<file path="config.mk">
export PLATFORM = sky130hd
export DESIGN_NAME = riscv_alu_issue
export DESIGN_NICKNAME = d
export VERILOG_FILES = /design/src/rtl/riscv_alu_issue.sv
export SDC_FILE = /design/constraint.sdc
export NUM_CORES = 1
export LEC_CHECK = 0
export CORE_MARGIN = 4
export CORE_UTILIZATION = 43
export CTS_BUF_LIST = sky130_fd_sc_hd__clkbuf_2 sky130_fd_sc_hd__clkbuf_4 sky130_fd_sc_hd__clkbuf_8
export DETAILED_ROUTE_END_ITERATION = 12
export GPL_ROUTABILITY_DRIVEN = 0
export PLACE_DENSITY = 0.88
export SLEW_MARGIN = 20
export SYNTH_ARGS = -nofsm -noshare
export SYNTH_HDL_FRONTEND = slang
export SYNTH_SLANG_ARGS = --single-unit
</file>
<file path="constraint.sdc">
create_clock -name clk -period 3.9 [get_ports clk]
set_input_delay 1.17 -clock clk [delete_from_list [all_inputs] [get_ports clk]]
set_output_delay 1.17 -clock clk [all_outputs]
set_load 0.1 [all_outputs]
</file>
<file path="src/rtl/riscv_alu_issue.sv">
// RV32I ALU-instruction decode/issue stage: registered decode with valid/ready handshake.
// Optional second (skid) entry when RISCV_ALU_ISSUE_SKID_EN is defined.
module riscv_alu_issue #(
  parameter logic [4:0] ILLEGAL_CODE = 5'd0
) (
  input  logic        clk,
  input  logic        rst_n,
  input  logic        in_valid,
  output logic        in_ready,
  input  logic [31:0] inst,
  input  logic        flush,
  output logic        out_valid,
  input  logic        out_ready,
  output logic [4:0]  ALU_Ctrl,
  output logic [31:0] Imm,
  output logic [4:0]  rs1,
  output logic [4:0]  rs2,
  output logic [4:0]  rd,
  output logic        illegal
);

  typedef struct packed {
    logic [4:0]  ctrl;
    logic [31:0] imm;
    logic [4:0]  rs1;
    logic [4:0]  rs2;
    logic [4:0]  rd;
    logic        illegal;
  } entry_t;

  entry_t     dec;
  entry_t     out_q;
  logic       accept;
  logic [6:0] opcode;
  logic [2:0] funct3;
  logic [6:0] funct7;

  assign opcode = inst[6:0];
  assign funct3 = inst[14:12];
  assign funct7 = inst[31:25];

  always_comb begin
    dec         = '0;
    dec.rs1     = inst[19:15];
    dec.rs2     = inst[24:20];
    dec.rd      = inst[11:7];
    dec.ctrl    = ILLEGAL_CODE;
    dec.illegal = 1'b1;
    if (opcode == 7'b0110011) begin
      dec.illegal = 1'b0;
      case ({funct7, funct3})
        10'b0000000_000: dec.ctrl = 5'd1;
        10'b0100000_000: dec.ctrl = 5'd9;
        10'b0000000_110: dec.ctrl = 5'd3;
        10'b0000000_100: dec.ctrl = 5'd5;
        10'b0000000_111: dec.ctrl = 5'd7;
        10'b0000000_010: dec.ctrl = 5'd10;
        10'b0000000_011: dec.ctrl = 5'd12;
        10'b0000000_001: dec.ctrl = 5'd17;
        10'b0000000_101: dec.ctrl = 5'd18;
        10'b0100000_101: dec.ctrl = 5'd19;
        default: begin
          dec.ctrl    = ILLEGAL_CODE;
          dec.illegal = 1'b1;
        end
      endcase
    end else if (opcode == 7'b0010011) begin
      dec.illegal = 1'b0;
      dec.imm     = {{20{inst[31]}}, inst[31:20]};
      case (funct3)
        3'b000: dec.ctrl = 5'd2;
        3'b110: dec.ctrl = 5'd4;
        3'b100: dec.ctrl = 5'd6;
        3'b111: dec.ctrl = 5'd8;
        3'b010: dec.ctrl = 5'd11;
        3'b011: dec.ctrl = 5'd13;
        default: begin
          // Shift immediates carry only the 5-bit shamt; funct7 selects logical/arith.
          dec.imm = {27'd0, inst[24:20]};
          if (funct3 == 3'b001 && funct7 == 7'b0000000)      dec.ctrl = 5'd14;
          else if (funct3 == 3'b101 && funct7 == 7'b0000000) dec.ctrl = 5'd15;
          else if (funct3 == 3'b101 && funct7 == 7'b0100000) dec.ctrl = 5'd16;
          else begin
            dec.ctrl    = ILLEGAL_CODE;
            dec.imm     = '0;
            dec.illegal = 1'b1;
          end
        end
      endcase
    end
  end

  assign accept = in_valid && in_ready;

`ifdef RISCV_ALU_ISSUE_SKID_EN
  entry_t skid_q;
  logic   skid_valid;
  logic   drain;

  // in_ready depends only on the skid register, never on out_ready.
  assign in_ready = !skid_valid;
  assign drain    = !out_valid || out_ready;

  always_ff @(posedge clk or negedge rst_n) begin
    if (!rst_n) begin
      out_valid  <= 1'b0;
      out_q      <= '0;
      skid_valid <= 1'b0;
      skid_q     <= '0;
    end else if (flush) begin
      out_valid  <= 1'b0;
      skid_valid <= 1'b0;
    end else if (drain) begin
      if (skid_valid) begin
        out_q      <= skid_q;
        out_valid  <= 1'b1;
        skid_valid <= 1'b0;
      end else if (accept) begin
        out_q     <= dec;
        out_valid <= 1'b1;
      end else begin
        out_valid <= 1'b0;
      end
    end else if (accept) begin
      skid_q     <= dec;
      skid_valid <= 1'b1;
    end
  end
`else
  assign in_ready = !out_valid || out_ready;

  always_ff @(posedge clk or negedge rst_n) begin
    if (!rst_n) begin
      out_valid <= 1'b0;
      out_q     <= '0;
    end else if (flush) begin
      out_valid <= 1'b0;
    end else if (accept) begin
      out_q     <= dec;
      out_valid <= 1'b1;
    end else if (out_ready) begin
      out_valid <= 1'b0;
    end
  end
`endif

  assign ALU_Ctrl = out_q.ctrl;
  assign Imm      = out_q.imm;
  assign rs1      = out_q.rs1;
  assign rs2      = out_q.rs2;
  assign rd       = out_q.rd;
  assign illegal  = out_q.illegal;

endmodule

</file>
Word-level counts from Yosys, hierarchy flattened. Cells that the tools add are included.

Bits of input ports: 37. Output and inout bits: 55. Bits in registers: 54. Word-level logic and storage cells: 62.

Muxes and demuxes: 22. Bitwise operators: 1. Reductions and logical operators: 13. Equal/unequal tests: 19.

Operator list (number): two-way mux 32 bit (2); case mux 5 bit (10 select lines) (1); == test 10 x 3 -> 1 bit (second input constant) (4); two-way mux 37 bit (1); two-way mux 5 bit (7); case mux 5 bit (6 select lines) (1); == test 10 x 2 -> 1 bit (second input constant) (2); == test 10 x 9 -> 1 bit (second input constant) (2); == test 7 x 6 -> 1 bit (second input constant) (2); == test 3 bit (second input constant) (4); == test 10 x 1 -> 1 bit (second input constant) (1); logical NOT 10 bit (1); two-way mux 1 bit (10); OR reduction 10 bit (1); == test 7 x 5 -> 1 bit (second input constant) (1); logical NOT 7 bit (1); == test 3 x 2 -> 1 bit (second input constant) (2); OR reduction 6 bit (1); logical AND 1 bit (4); == test 3 x 1 -> 1 bit (second input constant) (1); logical NOT 3 bit (1); nonzero test 3 bit (1); AND reduction 2 bit (1); logical NOT 1 bit (1); other kinds (2) (2).

Logic depth before layout (Yosys ltp).
Word-level depth: 8. Gate-level depth with buffers: 6. Depth with buffers taken out: 5.

Least setup slack after synthesis. No wires, ideal clock.

Path kind: input port to output port. Start point: in out_ready. End point: out in_ready. Setup slack: 907 ps. Arrival: 1823 ps. Stages on the path: 2. Buffers on the path: 0. Required time: 2730 ps. Cells stage by stage: nor2b_1 > inv_1.

Longest elaborated chain between the ends: 1.

RTL lines: start: declaration (RTL line 13) `input logic out_ready,`; logical OR 1 bit (RTL line 130) `assign in_ready = !out_valid || out_ready;`; end: declaration (RTL line 9) `output logic in_ready,`.

No other way between the ends.

Final worst setup path. Ends and elaborated chain as after synthesis.

==> qor.csv <==
stage,metric,value,unit
clock_tree,CTS Buffer Depth,2,
synthesis,#FFs+latches synth,34,
floorplanning,Starting Density,45.4,%
finish,final net count,291,
clock_tree,hold buffers post-CTS,0,
worst_hold_path,hold worst-path end,rs1[2]$_DFFE_PN0P_,
floorplanning,Core Area,0.00372,mm2
sta,max-slew violation count,0,
sta,Final Setup Violations,0,
synthesis,Synth cell types,35,
grt,first-pass GRT wire length,6970,um
detailed_routing,Vias/cell,5.13,
placement,port bufs,91,
clock_tree,root buf cell,clkbuf_8,
finish,"most common cell after layout, fill and taps aside",nand2_1,
setup_path,"setup slack, reg-to-reg",2210,ps
finish,Layout area overhead,49.7,%
setup_path,slowest CP cell,clkdlybuf4s50_1,
synthesis,warning count from the yosys run,0,
worst_hold_path,worst hold-check path type,flop to flop,
grt,total gr overflow,0,
detailed_routing,detailed-route via count,1550,
sta,RSZ-0062 raised after global routing,no,
synthesis,Mapped Nets,218,
setup_path,Worst Reg-to-Reg Cells,5,
worst_hold_path,HP Start,rs1[2]$_DFFE_PN0P_,
synthesis,cell area after synthesis,0.00169,mm2
detailed_routing,Post-DRT Antenna Nets,0,
synthesis,synthesized instance count,181,
sta,Slew @ Worst Pin,982,ps
grt,antenna violations before repair,0,
finish,share of cells above drive strength 1,22.0,%
grt,vias in the first global route,1497,
floorplanning,die footprint,0.00499,mm2
sta,post-layout minimum cycle time,3280,ps
detailed_routing,DRT Wirelength,4380,um
clock_tree,CTS buffer count,5,
finish,antenna diode count,0,
setup_path,R2R Path Start,out_valid$_DFFE_PN0P_,
finish,Fill cells,301,
setup_path,RR Endpoint,Imm[9]$_DFFE_PN0P_,
placement,Area after DPL,0.00241,mm2
sta,slew margin rel.,34.3,%
power,total power,1130,uW
floorplanning,Die Ht,70.7,um
clock_tree,CTS tree,built,
floorplanning,io pins,92,
synthesis,"Seq/Total Area, Yosys",50.4,%
setup_path,"Max FO, Critical Path",3,
sta,Clock Skew,7.50,ps
setup_path,critical path arrival,2110,ps
setup_path,CP Capture Type,output port,
setup_path,"slowest stage delay, CP",410,ps
power,P_leak,0.00118,uW
detailed_routing,1st-pass router iterations,5,
power,Cell Pwr Density,447,mW/mm2
clock_tree,# Post-CTS Setup Buffers,0,
finish,Finished Cell Area,0.00253,mm2
floorplanning,die width,70.7,um
setup_path,WS Path Type,input port to output port,
clock_tree,post-CTS sizing,0,
detailed_routing,initial DRC count,84,
synthesis,Avg Inst Size Synth,9.33,um2
sta,Final Hold Viols,0,
finish,most frequent cells in the layout,"nand2_1, clkdlybuf4s50_1, buf_4, dfrtp_1, o21ai_0",
clock_tree,Clock Latency Late Sink,290,ps
detailed_routing,# DRC,0,
run_status,outcome,finished clean,
floorplanning,FP Rows,22,
clock_tree,# H-tree levels,2,
sta,final hold slack,475,ps
sta,final setup TNS,0,ps
grt,Tot GR Track Use,17.8,%
sta,fin crit share,84.0,%
setup_path,critical-path cell list,"clkdlybuf4s50_1, nor2b_1, inv_1, buf_12",
clock_tree,"Clk pin slew, worst setup/hold paths",70,ps
power,Max VDD drop,0.306,mV
run,max_cap viols,0,
grt,largest net degree at the start of global routing,35,
placement,HPWL after DPL,3310,um
placement,dpl cells,295,
setup_path,CP required,2730,ps
finish,Final Non-Filler Cells,302,
detailed_routing,WL per Instance,14.5,um
setup_path,Critical Path Start Type,input port,
worst_hold_path,Hold Path Depth,2,
clock_tree,CTS Sinks,34,
sta,FMAX,305,MHz
## report_power, final
| group | internal [uW] | switching (uW) |
|---|---|---|
| combinational | 103 | 299 |
| clock | 204 | 126 |
| sequential | 382 | 15.7 |
| total | 690 | 440 |
## sequential cells by signal (all words and copies together), names as in the netlist
name,flops
Imm,12
ALU_Ctrl,5
rd,5
rs1,5
rs2,5
illegal,1
out_valid,1
## synthesized netlist by cell type
cell / instances / share of area (%)
mux2_2: 1 / 0.67
nor4_1: 2 / 0.74
a22o_2: 1 / 0.59
o2111ai_1: 1 / 0.52
a21o_1: 1 / 0.44
a32oi_1: 1 / 0.52
nand2_1: 56 / 12
o211ai_1: 1 / 0.44
nand3_1: 3 / 0.89
or3_1: 2 / 0.74
a2111oi_0: 1 / 0.52
and2_1: 3 / 1.1
or4b_4: 1 / 0.82
a21oi_1: 1 / 0.30
clkbuf_1: 5 / 1.1
or4_1: 1 / 0.44
nor3_1: 1 / 0.30
nand3b_1: 1 / 0.44
o31ai_1: 2 / 0.89
a22o_1: 6 / 3.1
nor2_1: 6 / 1.3
or2_2: 1 / 0.37
inv_1: 1 / 0.22
nor3b_1: 1 / 0.44
dfrtp_1: 34 / 50
a31oi_1: 3 / 1.1
a31o_2: 1 / 0.52
nor3b_2: 1 / 0.74
xor2_1: 1 / 0.52
buf_4: 23 / 10
nor4bb_1: 1 / 0.59
or4_4: 2 / 1.3
o21ai_0: 9 / 2.7
nor2b_1: 5 / 1.9
mux2i_1: 1 / 0.59
## through the flow
step                      utilization [%]  setup slack, ps
after floorplan                         -              907
after global placement               65.0              469
after detailed placement             65.0              415
after CTS                            68.0              614
after global routing                 68.0              516
final                                68.0              623
## worst max-delay path by stage
stage          startpoint  cells past startpoint                       to  slack, ps
4_1_cts         out_ready                      4                 in_ready        610
2_1_floorplan   out_ready                      2                 in_ready        910
6_report        out_ready                      4                 in_ready        620
5_1_grt           inst[3]                      5      Imm[10]$_DFFE_PN0P_        520
3_5_place_dp      inst[3]                      5       Imm[9]$_DFFE_PN0P_        420
3_3_place_gp     inst[29]                      5  ALU_Ctrl[1]$_DFFE_PN0P_        470
## metal layers
layer | track usage [%] | vias to the layer above | share of wire [%]
li1 | - | 737 | -
met5 | 0 | - | 0
met4 | 8.35 | 0 | 2.2
met1 | 21.6 | 732 | 41
met3 | 5.54 | 8 | 9.7
met2 | 28.8 | 73 | 47
## final cells by class
cell class                 count  area, um2  area share (%)
timing repair buffer          94        853            33.8
sequential                    34        851            33.7
multi-input combinational    118        647            25.6
clock buffer                   6       82.6            3.27
tap                           48       60.1            2.38
clock inverter                 1       30.0            1.19
inverter                       1       3.75           0.149
## kinds of logic after synthesis
family          Yosys count  synth area share [%]
mux                       2                  1.26
buf+inv                  29                  11.6
compound gates           28                  11.6
simple gates             87                  24.6
xor+xnor                  1                 0.519
flops                    34                  50.4
## worst max-delay path, delay by kind of cell
kind	cells	cell delay, ps
simple gates	1	220
buf+inv	3	720
Power figures use the tool's default switching activity.
